[src/rtl/enemy_attack_scheduler.sv]
// enemy_attack_scheduler: frame-aligned round-robin arbiter for the shared
// enemy-attack sprite/ROM path. One requester holds the grant for
// ATTACK_FRAMES game frames, then the path idles for COOLDOWN_FRAMES frames.
//
// Handshake: Attack_Req is a level request sampled only on a game-frame tick
// while IDLE; Grant is the registered one-hot acknowledge, is held for the
// whole attack regardless of Attack_Req, and cannot be refused.
module enemy_attack_scheduler #(
  parameter int N_REQ           = 4,
  parameter int ADDR_W          = 9,
  parameter int ATTACK_FRAMES   = 30,
  parameter int COOLDOWN_FRAMES = 15
) (
  input  logic                    Clk,
  input  logic                    Reset,
  input  logic                    game_frame_clk_rising_edge,
  input  logic                    Game_Start_On,
  input  logic                    Game_Over_On,
  input  logic [N_REQ-1:0]        Attack_Req,
  input  logic [N_REQ*ADDR_W-1:0] Req_address,
  input  logic [N_REQ-1:0]        Req_is_obj,
  output logic [N_REQ-1:0]        Grant,
  output logic                    Grant_Valid,
  output logic [2:0]              Grant_Id,
  output logic                    Grant_Start,
  output logic [ADDR_W-1:0]       Sel_address,
  output logic                    Sel_is_obj,
  output logic                    Busy,
  output logic [7:0]              Attack_Count
);

  typedef enum logic [1:0] {
    IDLE     = 2'd0,
    ACTIVE   = 2'd1,
    COOLDOWN = 2'd2
  } state_t;

  // Counter reload values; the cooldown one is unused when COOLDOWN_FRAMES is 0.
  localparam logic [7:0] ATTACK_LOAD = 8'(ATTACK_FRAMES - 1);
  localparam logic [7:0] COOL_LOAD   = 8'(COOLDOWN_FRAMES - 1);
  localparam logic [3:0] N_REQ_L     = 4'(N_REQ);

  state_t           state, state_nxt;
  logic [7:0]       cnt, cnt_nxt;
  logic [2:0]       rr_ptr, rr_ptr_nxt;
  logic [N_REQ-1:0] grant_nxt;
  logic [2:0]       grant_id_nxt;
  logic             grant_start_nxt;
  logic [7:0]       count_nxt;
  logic             halt;
  logic             tick;
  logic             win_found;
  logic [2:0]       win_id;
  logic [N_REQ-1:0] win_onehot;
  logic [2:0]       win_next_ptr;
  logic [7:0]       req_ext;

  assign halt        = Game_Over_On | Game_Start_On;
  assign tick        = game_frame_clk_rising_edge;
  assign req_ext     = 8'(Attack_Req);
  assign Grant_Valid = |Grant;
  assign Busy        = (state != IDLE);

  // Cyclic search for the first set request starting at rr_ptr.
  always_comb begin
    logic [3:0] idx;
    idx       = '0;
    win_found = 1'b0;
    win_id    = '0;
    for (int k = 0; k < N_REQ; k++) begin
      idx = {1'b0, rr_ptr} + 4'(k);
      if (idx >= N_REQ_L) idx = idx - N_REQ_L;
      if (!win_found && req_ext[idx[2:0]]) begin
        win_found = 1'b1;
        win_id    = idx[2:0];
      end
    end
  end

  // One-hot form of the winner and the pointer position just past it.
  always_comb begin
    logic [3:0] nxt;
    for (int i = 0; i < N_REQ; i++) begin
      win_onehot[i] = (3'(i) == win_id);
    end
    nxt = {1'b0, win_id} + 4'd1;
    if (nxt >= N_REQ_L) nxt = 4'd0;
    win_next_ptr = nxt[2:0];
  end

  // Next-state and registered-output logic; halt overrides everything.
  always_comb begin
    state_nxt       = state;
    cnt_nxt         = cnt;
    rr_ptr_nxt      = rr_ptr;
    grant_nxt       = Grant;
    grant_id_nxt    = Grant_Id;
    grant_start_nxt = 1'b0;
    count_nxt       = Attack_Count;
    if (halt) begin
      state_nxt    = IDLE;
      cnt_nxt      = '0;
      grant_nxt    = '0;
      grant_id_nxt = '0;
    end else begin
      case (state)
        IDLE: begin
          if (tick && win_found) begin
            state_nxt       = ACTIVE;
            grant_nxt       = win_onehot;
            grant_id_nxt    = win_id;
            grant_start_nxt = 1'b1;
            cnt_nxt         = ATTACK_LOAD;
            rr_ptr_nxt      = win_next_ptr;
            if (Attack_Count != 8'hFF) count_nxt = Attack_Count + 8'd1;
          end
        end
        ACTIVE: begin
          if (tick) begin
            if (cnt == 8'd0) begin
              grant_nxt    = '0;
              grant_id_nxt = '0;
              if (COOLDOWN_FRAMES == 0) begin
                state_nxt = IDLE;
                cnt_nxt   = '0;
              end else begin
                state_nxt = COOLDOWN;
                cnt_nxt   = COOL_LOAD;
              end
            end else begin
              cnt_nxt = cnt - 8'd1;
            end
          end
        end
        COOLDOWN: begin
          if (tick) begin
            if (cnt == 8'd0) state_nxt = IDLE;
            else             cnt_nxt   = cnt - 8'd1;
          end
        end
        default: begin
          state_nxt    = IDLE;
          grant_nxt    = '0;
          grant_id_nxt = '0;
        end
      endcase
    end
  end

  // State, counters and registered grant outputs.
  always_ff @(posedge Clk or posedge Reset) begin
    if (Reset) begin
      state        <= IDLE;
      cnt          <= '0;
      rr_ptr       <= '0;
      Grant        <= '0;
      Grant_Id     <= '0;
      Grant_Start  <= 1'b0;
      Attack_Count <= '0;
    end else begin
      state        <= state_nxt;
      cnt          <= cnt_nxt;
      rr_ptr       <= rr_ptr_nxt;
      Grant        <= grant_nxt;
      Grant_Id     <= grant_id_nxt;
      Grant_Start  <= grant_start_nxt;
      Attack_Count <= count_nxt;
    end
  end

  // AND-OR mux of the granted requester onto the shared ROM path, unregistered.
  always_comb begin
    Sel_address = '0;
    Sel_is_obj  = 1'b0;
    for (int i = 0; i < N_REQ; i++) begin
      Sel_address = Sel_address | (Req_address[i*ADDR_W +: ADDR_W] & {ADDR_W{Grant[i]}});
      Sel_is_obj  = Sel_is_obj | (Req_is_obj[i] & Grant[i]);
    end
  end

endmodule

[config.mk]
export PLATFORM = sky130hd
export DESIGN_NAME = enemy_attack_scheduler
export DESIGN_NICKNAME = d
export VERILOG_FILES = /design/src/rtl/enemy_attack_scheduler.sv
export SDC_FILE = /design/constraint.sdc
export NUM_CORES = 1
export LEC_CHECK = 0
export ABC_AREA = 1
export CAP_MARGIN = 25
export CORE_MARGIN = 2
export CORE_UTILIZATION = 45
export CTS_CLUSTER_SIZE = 40
export DETAILED_ROUTE_END_ITERATION = 10
export PLACE_DENSITY = 0.78
export SYNTH_ARGS = -nofsm -noshare
export SYNTH_HDL_FRONTEND = slang
export SYNTH_SLANG_ARGS = --single-unit
[constraint.sdc]
create_clock -name Clk -period 5.6 [get_ports Clk]
set_input_delay 0.56 -clock Clk [delete_from_list [all_inputs] [get_ports Clk]]
set_output_delay 0.56 -clock Clk [all_outputs]
set_load 0.02 [all_outputs]
==> results of run 1 <==
power groups by stage:
stage | Clock [W] | Sequential [W] | Combinational (W)
detailed placement | 0 | 0.000305 | 0.000644
global placement | 0 | 0.000303 | 0.000629
global route | 0.000233 | 0.000308 | 0.000723
finish | 0.000220 | 0.000301 | 0.000649
CTS | 0.000224 | 0.000302 | 0.000651
floorplan | 0 | 0.000299 | 0.000446
stage by stage:
step | hold WS, ns | util [%] | cell area, um^2
after floorplan | 0.459 | - | 2430
final | 0.467 | 64.9 | 3360
after global placement | 0.449 | 62.7 | 3240
after global routing | 0.525 | 64.9 | 3360
after detailed placement | 0.452 | 62.7 | 3240
after CTS | 0.468 | 64.9 | 3360
logic make-up after synthesis:
group / Yosys count
buffers and inverters: 47
adder cells (fa/ha/maj): 14
AO/OA/AOI/OAI: 40
XOR/XNOR: 9
flip-flops: 29
other: 1
AND/OR/NAND/NOR: 187
how the worst max path moves through the flow:
stage                              from         to  cells past startpoint
after floorplan               rr_ptr[0]  rr_ptr[1]                     14
after global placement    Attack_Req[0]  rr_ptr[1]                     13
after detailed placement  Attack_Req[0]  rr_ptr[1]                     13
after CTS                     rr_ptr[0]  rr_ptr[1]                     14
after global routing          rr_ptr[0]  rr_ptr[1]                     14
final                         rr_ptr[0]  rr_ptr[1]                     14
cell usage in the layout (no fill, tap or decap), types with 2 or more instances in the layout:
cell,Yosys,layout
o21ai_1,12,12
dfrtp_1,29,29
o211ai_1,2,2
nand3_1,12,12
nand3_4,2,2
xnor2_1,6,6
inv_4,2,2
a31oi_1,2,2
xor2_1,3,3
clkbuf_8,0,6
a21oi_1,5,5
inv_2,4,4
nand4_1,16,16
nor2_2,3,3
o21ai_0,9,9
o21ai_2,7,7
nor3_1,4,4
nand2_2,12,12
nor2_4,3,3
nand4_2,2,2
inv_1,34,34
clkdlybuf4s50_1,0,76
nand3_2,8,8
nor2_1,20,20
nand2_1,95,95
ha_1,14,14
nand2_4,5,5
registers in the layout, summed over array words and instances (netlist names):
| register | count |
|---|---|
| Grant_Start | 1 |
| Attack_Count | 8 |
| state | 2 |
| rr_ptr | 3 |
| cnt | 8 |
| Grant | 4 |
| Grant_Id | 3 |
worst max-delay path: cells and delay by family, from the launching register on:
family	cells	cell delay (ns)
buf+inv	4	0.37
flops	1	0.63
simple gates	6	0.72
compound gates	1	0.14
fa+ha+maj	3	0.83
area by class of cell:
| class | count | area [um^2] | share of cell area [%] |
|---|---|---|---|
| multi-input cells | 251 | 1490 | 44.5 |
| repair buffers | 77 | 768 | 22.9 |
| flip-flops and latches | 29 | 726 | 21.6 |
| inverters | 41 | 166 | 4.96 |
| well taps | 70 | 87.6 | 2.61 |
| clock buffers | 7 | 86.3 | 2.57 |
| clock inverters | 1 | 30.0 | 0.894 |
per-layer routing:
| metal | track usage (%) | vias to the layer above |
|---|---|---|
| met1 | 22.7 | 1077 |
| met4 | 6.96 | 0 |
| met3 | 5.00 | 13 |
| met2 | 36.6 | 82 |
| li1 | - | 1211 |
| met5 | 0 | - |
==> flow_summary.toml, run 1 <==
[yosys]
synth.distinct_cells = 38
synth_top_family_by_area = "simple AND/OR/NAND/NOR gates"
synthArstFlopShare_pct = 100
ys_warn_count = 0
yosysSeqAreaShare_pct = 29.8
yosys-top-cells-area = "dfrtp_1 (30%), nand2_1 (15%), ha_1 (7.2%)"
synthMuxAreaShare_pct = 0
synth.largest_area_cell = "dfrtp_1"
synthesis.nets = 390
synth_edf_count = 0
yosys.area_share.simple_pct = 40.4
synth_compound_area_share_pct = 10.4
synth_common_cells = "nand2_1 (95), inv_1 (34), dfrtp_1 (29)"
yosys.cell_count.top_type = "nand2_1"
synth.cell_area_mm2 = 0.00243
synth_cells = 327
synth_adder_area_share_pct = 7.20
synth_ff_type = "dfrtp_1"
ys_ff_latch = 29
synth_top_area_share_pct = 29.8
synth_xor_area_share_pct = 3.24
syn_area_per_cell_um2 = 7.44

[die]
die-height_um = 77.5
io_pins = 77
fp.dieArea_mm2 = 0.00601
die_w_um = 77.5
core_mm2 = 0.00517
num_rows = 26
start_util_pct = 47.0

[place]
post-place-ws_ns = 2.79
gp_congestion = 0.864
port_buffers = 76
hpwlAfterDp_um = 4530
dp_cells = 468

[worst_setup_path]
reg2reg_slack_ns = 2.85
timing.critical_path.mode_cell = "ha_1"
start_kind = "flip-flop"
crit_required_ns = 5.80
critical_path_class = "reg2reg"
path_cells = "inv_8 -> ha_1 -> inv_1 -> nand3_1 -> nand3_1 -> inv_2 -> nand4_1 -> or2_0 -> nand2_1 -> inv_1 -> ha_1 -> ha_1 -> nand2_1 -> o21ai_0"
ff2ff_path_depth = 14
cp-end-kind = "flip-flop"
path_max_fanout = 10
r2r_start = "rr_ptr[0]"
max_stage_delay_ns = 0.63
critPathSlowestCell = "dfrtp_1"
reg2reg_to = "rr_ptr[1]"
cp.arrival_ns = 2.95

[timing]
max_freq_mhz = 363
hold_viol_final = 0
rsz0062_at_grt = "false"
fin_crit_ns = 2.75
maxSlewViolCount = 0
setup_slack_ns = 2.85
setup_viol = 0
fin_crit_sh_pct = 49.2
skew_ns = 0.00328
finalSetupTns_ns = 0

[route]
ant_nets = 0
wl_met1_um = 2430
met2WireLength_um = 2810
routed_wl_um = 5800
drc = 0
wire_per_inst_um = 12.2
via_per_inst = 5.01
met3_length_um = 454
drt_iter0_markers = 94
highest_layer = "met4"
first_pass_iters = 4
num_vias = 2383

[clock_tree]
clockRootBuffer = "clkbuf_8"
clockBufferDepth = 2
post_cts_buffers = 0
clock_latency_ns = 0.27
cts_num_sinks = 29
cts_tree = "done"
htreeDepth = 2
cts_repair_resize_count = 0
clk_pin_slew_ns = 0.06
ctsHoldBuffers = 0
cts_buffers = 5

[min_path]
hp-start = "Grant_Id[2]"
holdPathStages = 2
hp-class = "reg2reg"
holdPathEnd = "Grant_Id[2]"

[power]
leakagePower_nw = 1.51
p_seq_share_pct = 25.7
power_w = 0.00117
sw_frac_of_total_pct = 43.8
pwr-share-comb_pct = 55.5
vdd_drop_max_mv = 0.174
power.internal_w = 0.000658
p_sw_w = 0.000513
pwr-share-clk_pct = 18.8
powerDensity_mw_per_mm2 = 349

[global_route]
antenna_found_initial = 0
grt_pass1_vias = 2353
gr-total-overflow = 0
track_usage_pct = 20.1
grt_start_max_net_pins = 30
grt_pass1_wl_um = 10000

[status]
status = "finished, final reports clean"

[layout]
area_growth_pct = 38.1
nets = 468
n_fill_cell = 431
drive_gt1_share_pct = 14.8
final_cells = 476
antennaDiodeCount = 0

[run]
maxCapViolCount = 0
(Power assumes the default switching activity.)
==> run 2: changes to the inputs <==
==> constraint.sdc (replaced) <==
create_clock -name Clk -period 2.8 [get_ports Clk]
set_input_delay 0.28 -clock Clk [delete_from_list [all_inputs] [get_ports Clk]]
set_output_delay 0.28 -clock Clk [all_outputs]
set_load 0.02 [all_outputs]
==> flow_summary.toml, run 2 (synthesis gave the netlist of run 1 again) <==
[layout]
antennaDiodeCount = 0
fin_util_pct = 64.8
area_growth_pct = 37.8
nets = 469
n_fill_cell = 443
top_regs = "Attack_Count: 8 flops, cnt: 8 flops, Grant: 4 flops"
layout_commonest_cell = "nand2_1"
layout_common_cells = "nand2_1 (95), clkdlybuf4s50_1 (76), inv_1 (34)"
drive_gt1_share_pct = 15.5

[route]
drt_iter0_markers = 113
first_pass_iters = 4
ant_nets = 0
drc = 0
num_vias = 2373
wire_per_inst_um = 12.0
via_per_inst = 4.97
routed_wl_um = 5740

[die]
io_pins = 77
start_util_pct = 47.0
die_w_um = 77.5
fp.dieArea_mm2 = 0.00601
die-height_um = 77.5
core_mm2 = 0.00517
num_rows = 26

[timing]
hold_viol_final = 0
maxSlewViolCount = 0
skew_ns = 0.00888
fin_crit_ns = 2.57
max_freq_mhz = 389
setup_viol = 0
rsz0062_at_grt = "false"
finalSetupTns_ns = 0
fin_crit_sh_pct = 91.9

[clock_tree]
clk_pin_slew_ns = 0.07
clockBufferDepth = 2
cts_num_sinks = 29
cts_buffers = 5
clock_latency_ns = 0.28
ctsHoldBuffers = 0
htreeDepth = 2
clockRootBuffer = "clkbuf_8"
cts_repair_resize_count = 0
post_cts_buffers = 0
cts_tree = "done"

[worst_setup_path]
cp-end-kind = "flip-flop"
critical_path_class = "reg2reg"
path_cells = "inv_8 -> ha_1 -> inv_1 -> nand3_1 -> nand3_1 -> inv_2 -> nand4_1 -> or2_0 -> nand2_1 -> inv_1 -> ha_1 -> ha_1 -> nand2_1 -> o21ai_0"
crit_required_ns = 3.00
max_stage_delay_ns = 0.45
cp.arrival_ns = 2.77
path_max_fanout = 6
critPathSlowestCell = "dfrtp_1"
timing.critical_path.mode_cell = "ha_1"
start_kind = "flip-flop"

[global_route]
grt_pass1_wl_um = 9770
grt_pass1_vias = 2207
grt_start_max_net_pins = 30
gr-total-overflow = 0
track_usage_pct = 19.8
antenna_found_initial = 0

[run]
maxCapViolCount = 0

[power]
vdd_drop_max_mv = 0.319
leakagePower_nw = 1.51
powerDensity_mw_per_mm2 = 682

[place]
hpwlAfterDp_um = 4540
gp_congestion = 0.883
port_buffers = 76

[status]
status = "finished, final reports clean"

[min_path]
hp-class = "in2async"
-- run 2: changes by cell type in the layout (fill, tap and decap cells not counted), sizes merged --
cell	change
buf	+1
bufinv	-1
clkinv	+1
-- run 2: worst max-delay path, delay by kind of cell, from the launching register on --
family	cells	cell delay [ns]
adder cells (fa/ha/maj)	3	0.82
buffers and inverters	4	0.36
AND/OR/NAND/NOR	6	0.71
flip-flops	1	0.45
AO/OA/AOI/OAI	1	0.15
-- run 2: metal layers --
metal  wire length [um]  track usage [%]
met5                  0                0
met4                 29             3.75
met3                447             7.44
met2               2890             35.9
met1               2370             22.3
-- run 2: final timing paths --
| check | from | cells after the start | slack [ns] | to |
|---|---|---|---|---|
| max in group asynchronous | Reset | 3 | 2.14 | rr_ptr[1] |
| min reg2reg | Grant_Id[2] | 2 | 0.49 | Grant_Id[2] |
| max | rr_ptr[0] | 14 | 0.23 | rr_ptr[1] |
| min in group Clk | Grant_Id[2] | 2 | 0.49 | Grant_Id[2] |
| max reg2reg | rr_ptr[0] | 14 | 0.23 | rr_ptr[1] |
| min | Reset | 3 | 0.37 | Grant_Id[0] |
-- run 2: cell type report --
cell class	instances	area [um^2]	area share (%)
repair buffers	78	776	23.1
inverters	41	166	4.96
clock buffers	7	96.3	2.87
flip-flops and latches	29	727	21.7
well taps	70	87.6	2.61
clock inverters	1	5.00	0.149
multi-input cells	251	1490	44.6
-- run 2: power breakdown --
part	switching [W]	internal [W]	total, W
Sequential	0.000104	0.000483	0.000588
Combinational	0.000763	0.000547	0.00131
Clock	0.000165	0.000222	0.000387
-- run 2: stage by stage --
| step | cell area (um^2) | std cells | setup slack (ns) | total power [W] | hold slack, ns |
|---|---|---|---|---|---|
| 6_report | 3350 | 477 | 0.228 | 0.00229 | 0.373 |
| 2_1_floorplan | 2430 | 327 | 0.428 | 0.00149 | 0.358 |
| 3_5_place_dp | 3250 | 469 | 0.238 | 0.00190 | 0.474 |
| 3_3_place_gp | 3250 | 469 | 0.335 | 0.00188 | 0.464 |
| 4_1_cts | 3350 | 477 | 0.208 | 0.00230 | 0.386 |
| 5_1_grt | 3350 | 477 | 0.00308 | 0.00248 | 0.421 |
